===== src/rtl/rv32imf_mult_wb_buffer.sv =====
// Writeback buffer behind the multiplier: queues completed results for the register file
// and discards multicycle results that were flushed while still in flight.
module rv32imf_mult_wb_buffer #(
  parameter  int DEPTH = 2,
  localparam int AW    = $clog2(DEPTH)
) (
  input  logic        clk,
  input  logic        rst,
  input  logic        mul_en_i,
  input  logic [4:0]  mul_rd_i,
  input  logic        mul_ready_i,
  input  logic [31:0] mul_result_i,
  input  logic        flush_i,
  input  logic        wb_ready_i,
  output logic        wb_valid_o,
  output logic [4:0]  wb_rd_o,
  output logic [31:0] wb_data_o,
  output logic        mul_ex_ready_o,
  output logic        stall_o,
  output logic        busy_o,
  output logic        protocol_err_o
);

  typedef enum logic [1:0] {IDLE, MULTI, HOLD, DISCARD} state_e;

  state_e         state_q, state_d;
  logic [AW-1:0]  wr_ptr_q, rd_ptr_q;
  logic [AW:0]    count_q;
  logic [4:0]     mem_rd_q   [DEPTH];
  logic [31:0]    mem_data_q [DEPTH];
  logic [4:0]     last_rd_q;
  logic [31:0]    last_data_q;
  logic [4:0]     rd_q, rd_d;
  logic           err_q, err_d;

  logic full, empty, done, accept, push, pop;

  assign full   = (count_q == (AW+1)'(DEPTH));
  assign empty  = (count_q == '0);
  assign done   = mul_en_i & mul_ready_i;
  assign accept = done & ~full & (state_q != DISCARD);
  assign push   = accept & (mul_rd_i != 5'd0);
  // a flush wins over a coinciding writeback handshake
  assign pop    = wb_valid_o & wb_ready_i & ~flush_i;

  assign wb_valid_o     = ~empty;
  assign wb_rd_o        = empty ? last_rd_q   : mem_rd_q[rd_ptr_q];
  assign wb_data_o      = empty ? last_data_q : mem_data_q[rd_ptr_q];
  assign mul_ex_ready_o = (state_q == DISCARD) ? 1'b1 : ~full;
  assign stall_o        = mul_en_i & ~accept & (state_q != DISCARD);
  assign busy_o         = ~empty | (state_q != IDLE);
  assign protocol_err_o = err_q;

  always_comb begin
    state_d = state_q;
    rd_d    = rd_q;
    err_d   = err_q;
    case (state_q)
      IDLE: begin
        if (flush_i) begin
          state_d = IDLE;
        end else if (mul_en_i & ~mul_ready_i) begin
          state_d = MULTI;
          rd_d    = mul_rd_i;
        end else if (done & full) begin
          state_d = HOLD;
        end
      end
      MULTI: begin
        if (mul_rd_i != rd_q) err_d = 1'b1;
        if (flush_i)           state_d = DISCARD;
        else if (done & ~full) state_d = IDLE;
        else if (done & full)  state_d = HOLD;
      end
      HOLD: begin
        if (flush_i | accept) state_d = IDLE;
      end
      DISCARD: begin
        if (!flush_i && done) state_d = IDLE;
      end
      default: state_d = IDLE;
    endcase
  end

  always_ff @(posedge clk) begin
    if (rst) begin
      state_q     <= IDLE;
      rd_q        <= '0;
      err_q       <= 1'b0;
      wr_ptr_q    <= '0;
      rd_ptr_q    <= '0;
      count_q     <= '0;
      last_rd_q   <= '0;
      last_data_q <= '0;
      for (int i = 0; i < DEPTH; i++) begin
        mem_rd_q[i]   <= '0;
        mem_data_q[i] <= '0;
      end
    end else begin
      state_q <= state_d;
      rd_q    <= rd_d;
      err_q   <= err_d;
      // remember what was last presented so the outputs hold once the FIFO empties
      if (!empty) begin
        last_rd_q   <= mem_rd_q[rd_ptr_q];
        last_data_q <= mem_data_q[rd_ptr_q];
      end
      if (flush_i) begin
        wr_ptr_q <= '0;
        rd_ptr_q <= '0;
        count_q  <= '0;
      end else begin
        if (push) begin
          mem_rd_q[wr_ptr_q]   <= mul_rd_i;
          mem_data_q[wr_ptr_q] <= mul_result_i;
          wr_ptr_q             <= wr_ptr_q + AW'(1);
        end
        if (pop) rd_ptr_q <= rd_ptr_q + AW'(1);
        case ({push, pop})
          2'b10:   count_q <= count_q + (AW+1)'(1);
          2'b01:   count_q <= count_q - (AW+1)'(1);
          default: count_q <= count_q;
        endcase
      end
    end
  end

endmodule


===== config.mk =====
export PLATFORM = sky130hd
export DESIGN_NAME = rv32imf_mult_wb_buffer
export DESIGN_NICKNAME = d
export VERILOG_FILES = /design/src/rtl/rv32imf_mult_wb_buffer.sv
export SDC_FILE = /design/constraint.sdc
export NUM_CORES = 1
export LEC_CHECK = 0
export ABC_AREA = 0
export BUFFER_PORTS_ARGS = -buffer_cell sky130_fd_sc_hd__buf_2
export CORE_MARGIN = 3
export CORE_UTILIZATION = 37
export CTS_CLUSTER_DIAMETER = 100
export DETAILED_ROUTE_END_ITERATION = 7
export PLACE_DENSITY = 0.6
export SYNTH_ARGS = -nofsm -noshare
export SYNTH_HDL_FRONTEND = slang
export SYNTH_SLANG_ARGS = --single-unit

===== constraint.sdc =====
create_clock -name clk -period 3.4 [get_ports clk]
set_input_delay 0.68 -clock clk [delete_from_list [all_inputs] [get_ports clk]]
set_output_delay 0.68 -clock clk [all_outputs]
set_load 0.01 [all_outputs]

==> flow_summary.toml <==
[run_status]
status = "finished clean"

[worst_setup_path]
startpoint_type = "flop"
endpoint_kind = "flop"
worstPathRequired_ps = 3430
crit_start = "count_q[0]"
critical_path.max_fanout = 37
cp_top_family = "simple AND/OR/NAND/NOR gates"
r2r_slack_ps = 450
crit_cells = 4
ff2ff_path_depth = 4
r2r_start = "count_q[0]"
crit_slowest_cell = "nor3_4"
path_buf_inv = 0
worstPathArrival_ps = 2980
setup.worst_path.end = "mem_rd_q[1][1]"
r2r_end = "mem_rd_q[1][1]"
cpPeakStageDelay_ps = 870
cp_cell_sequence = "or2b_4, nand4_4, nor3_4, or2_2"
worstSetupPathType = "flop to flop"

[logic_synthesis]
synth.net_count = 480
ys_types = 34
synth-edff-count = 74
synth-seq-cells = 124
syn-cell-area_um2 = 5182
syn_area_per_cell_um2 = 11.89
synth_cells = 436
ys.flop_type = "edfxtp_1"
ys_warn_count = 0
ys_seq_area_share_pct = 62.19
synth_async_sr_flop_share_pct = 0

[floorplan]
die_width_um = 124.4
core_um2 = 13450
die-area_um2 = 15460
num_io_pins = 85
initial_core_util_pct = 38.52
die_h_um = 124.4
rows = 42

[detailed_routing]
ant_nets = 0
wl_met1_um = 4861
first_iter_violations = 153
wl_met2_um = 5160
wl_um = 10560
first_pass_iters = 4
remaining_drc_errors = 0
via_per_inst = 4.597
top_layer = "met4"
wl_met3_um = 355
num_vias = 3259
wl_per_cell_um = 14.90

[clocking]
cts_setup_buffers = 0
cts_tree = "built"
cts-root-buf = "clkbuf_16"
clock-sinks = 124
holdBufCountCts = 0
clock_path_buffers = 2
clk_pin_slew_ps = 60
h-tree-depth = 4
cts_buffers = 17
ctsResizeCount = 0
insertion_delay_ps = 410

[timing]
slew_headroom_pct = 31.69
period_needed_ps = 2953
setup_viol = 0
rsz0062_at_grt = "no"
worst_slew_pin_slew_ps = 1021
hold_violations = 0
worst_hold_slack_ps = 521.7
fin_crit_sh_pct = 86.84
fmax_mhz = 338.7
clock-skew-final_ps = 8.865
fin_tns_setup_ps = 0
finalMaxSlewViolations = 0

[worst_hold_path]
hp-class = "flop to flop"
whs_path_depth = 2

[cells_and_area]
layout-drive-gt1-share_pct = 25.14
layout_commonest_cell = "buf_2"
final_cell_mix = "84 x buf_2, 74 x and2_1, 74 x edfxtp_1"
antenna_cells = 0
area_delta_synth_final_pct = 22.67
num-nets-final = 564

[global_route]
antenna_found_initial = 0
gr-total-overflow = 0
grt_max_degree = 49
grt_pass1_wl_um = 17150
grt_pass1_vias = 3400
grt_usage_pct = 14.05

[placement]
dp.final_hpwl_um = 6965
gp_congestion = 0.7514
portBuffers = 84

[power_and_ir_drop]
ir_worst_vdd_mv = 0.2876
leakage_nw = 2.480
p_per_area_nw_per_um2 = 574.0

[job]
cap_viol_max_count = 0
[final cells by class]
type                            instances  area [um^2]
Sequential cell                       124         3224
Timing Repair Buffer                   90        478.0
Clock buffer                           20        478.0
Inverter                                5        18.77
Multi-Input combinational cell        282         1822
Clock inverter                         12        116.4
Tap cell                              176        220.2
Fill cell                            1266         7096
[worst register-to-register path, stage by stage, from the launching register on]
cell	delay (ps)
dfxtp_1	450
or2b_4	200
nand4_4	160
nor3_4	870
or2_2	870
[synthesized netlist by cell type (2+ instances only)]
cell,count,area (um^2)
mux2i_1,42,420.4
and2_1,74,462.9
nor2b_1,37,231.5
nand2_1,43,161.4
buf_6,3,33.78
or2_2,2,12.51
xnor2_1,5,43.79
dfxtp_1,50,1001
or2_1,2,12.51
clkbuf_1,13,48.80
buf_4,2,15.01
xor2_1,3,26.28
buf_2,7,35.03
nor2_1,14,52.55
o21ai_0,38,190.2
a21oi_1,4,20.02
inv_1,5,18.77
edfxtp_1,74,2222
nor3_1,3,15.01
[how the worst min path moves through the flow]
stage                     start           endpoint
6_report                rd_q[2]            rd_q[2]
5_1_grt        mul_result_i[22]  mem_data_q[1][22]
4_1_cts                 rd_q[2]            rd_q[2]
3_5_place_dp            rd_q[2]            rd_q[2]
3_3_place_gp           rd_ptr_q           rd_ptr_q
2_1_floorplan        count_q[1]         count_q[1]
[registers in the layout, summed over array words and instances, names as in the netlist, named ones only]
name and count:
rd_q 5, count_q 2, mem_rd_q 10, last_rd_q 5
state_q 2, last_data_q 32, mem_data_q 64, wr_ptr_q 1
rd_ptr_q 1, protocol_err_o 1
[logic make-up (layout without fill, tap and decap cells)]
family | count (synthesis) | in the layout | synth area share [%]
AND/OR/NAND/NOR | 185 | 185 | 20.52
flip-flops | 124 | 124 | 62.19
AO/OA/AOI/OAI | 46 | 46 | 4.660
multiplexers | 42 | 42 | 8.112
buffers and inverters | 30 | 127 | 2.921
XOR/XNOR | 8 | 8 | 1.352
adder cells (fa/ha/maj) | 1 | 1 | 0.2414
[power by group]
| part | switching, mW | leakage (nW) | internal [mW] |
|---|---|---|---|
| Combinational | 0.123 | 1.00 | 0.0776 |
| Sequential | 0.0186 | 1.18 | 1.64 |
| Clock | 0.634 | 0.297 | 1.15 |
| Total | 0.776 | 2.48 | 2.87 |
[metrics by stage]
| stage | utilization (%) | instances | worst slack [ps] | area, um^2 | power, mW |
|---|---|---|---|---|---|
| after global routing | 47.26 | 709 | 166.8 | 6357 | 3.766 |
| after CTS | 47.26 | 709 | 312.5 | 6357 | 3.681 |
| after floorplan | - | 436 | 661.9 | 5182 | 1.805 |
| final | 47.26 | 709 | 447.5 | 6357 | 3.649 |
| after global placement | 42.84 | 677 | 211.0 | 5763 | 1.892 |
| after detailed placement | 42.84 | 677 | 111.2 | 5763 | 1.899 |
[metal layers]
metal	up-vias	GRT usage (%)
li1	1653	-
met1	1525	17.41
met2	68	22.93
met3	13	4.288
met4	0	5.609
met5	-	0
Power figures use the tool's default switching activity.
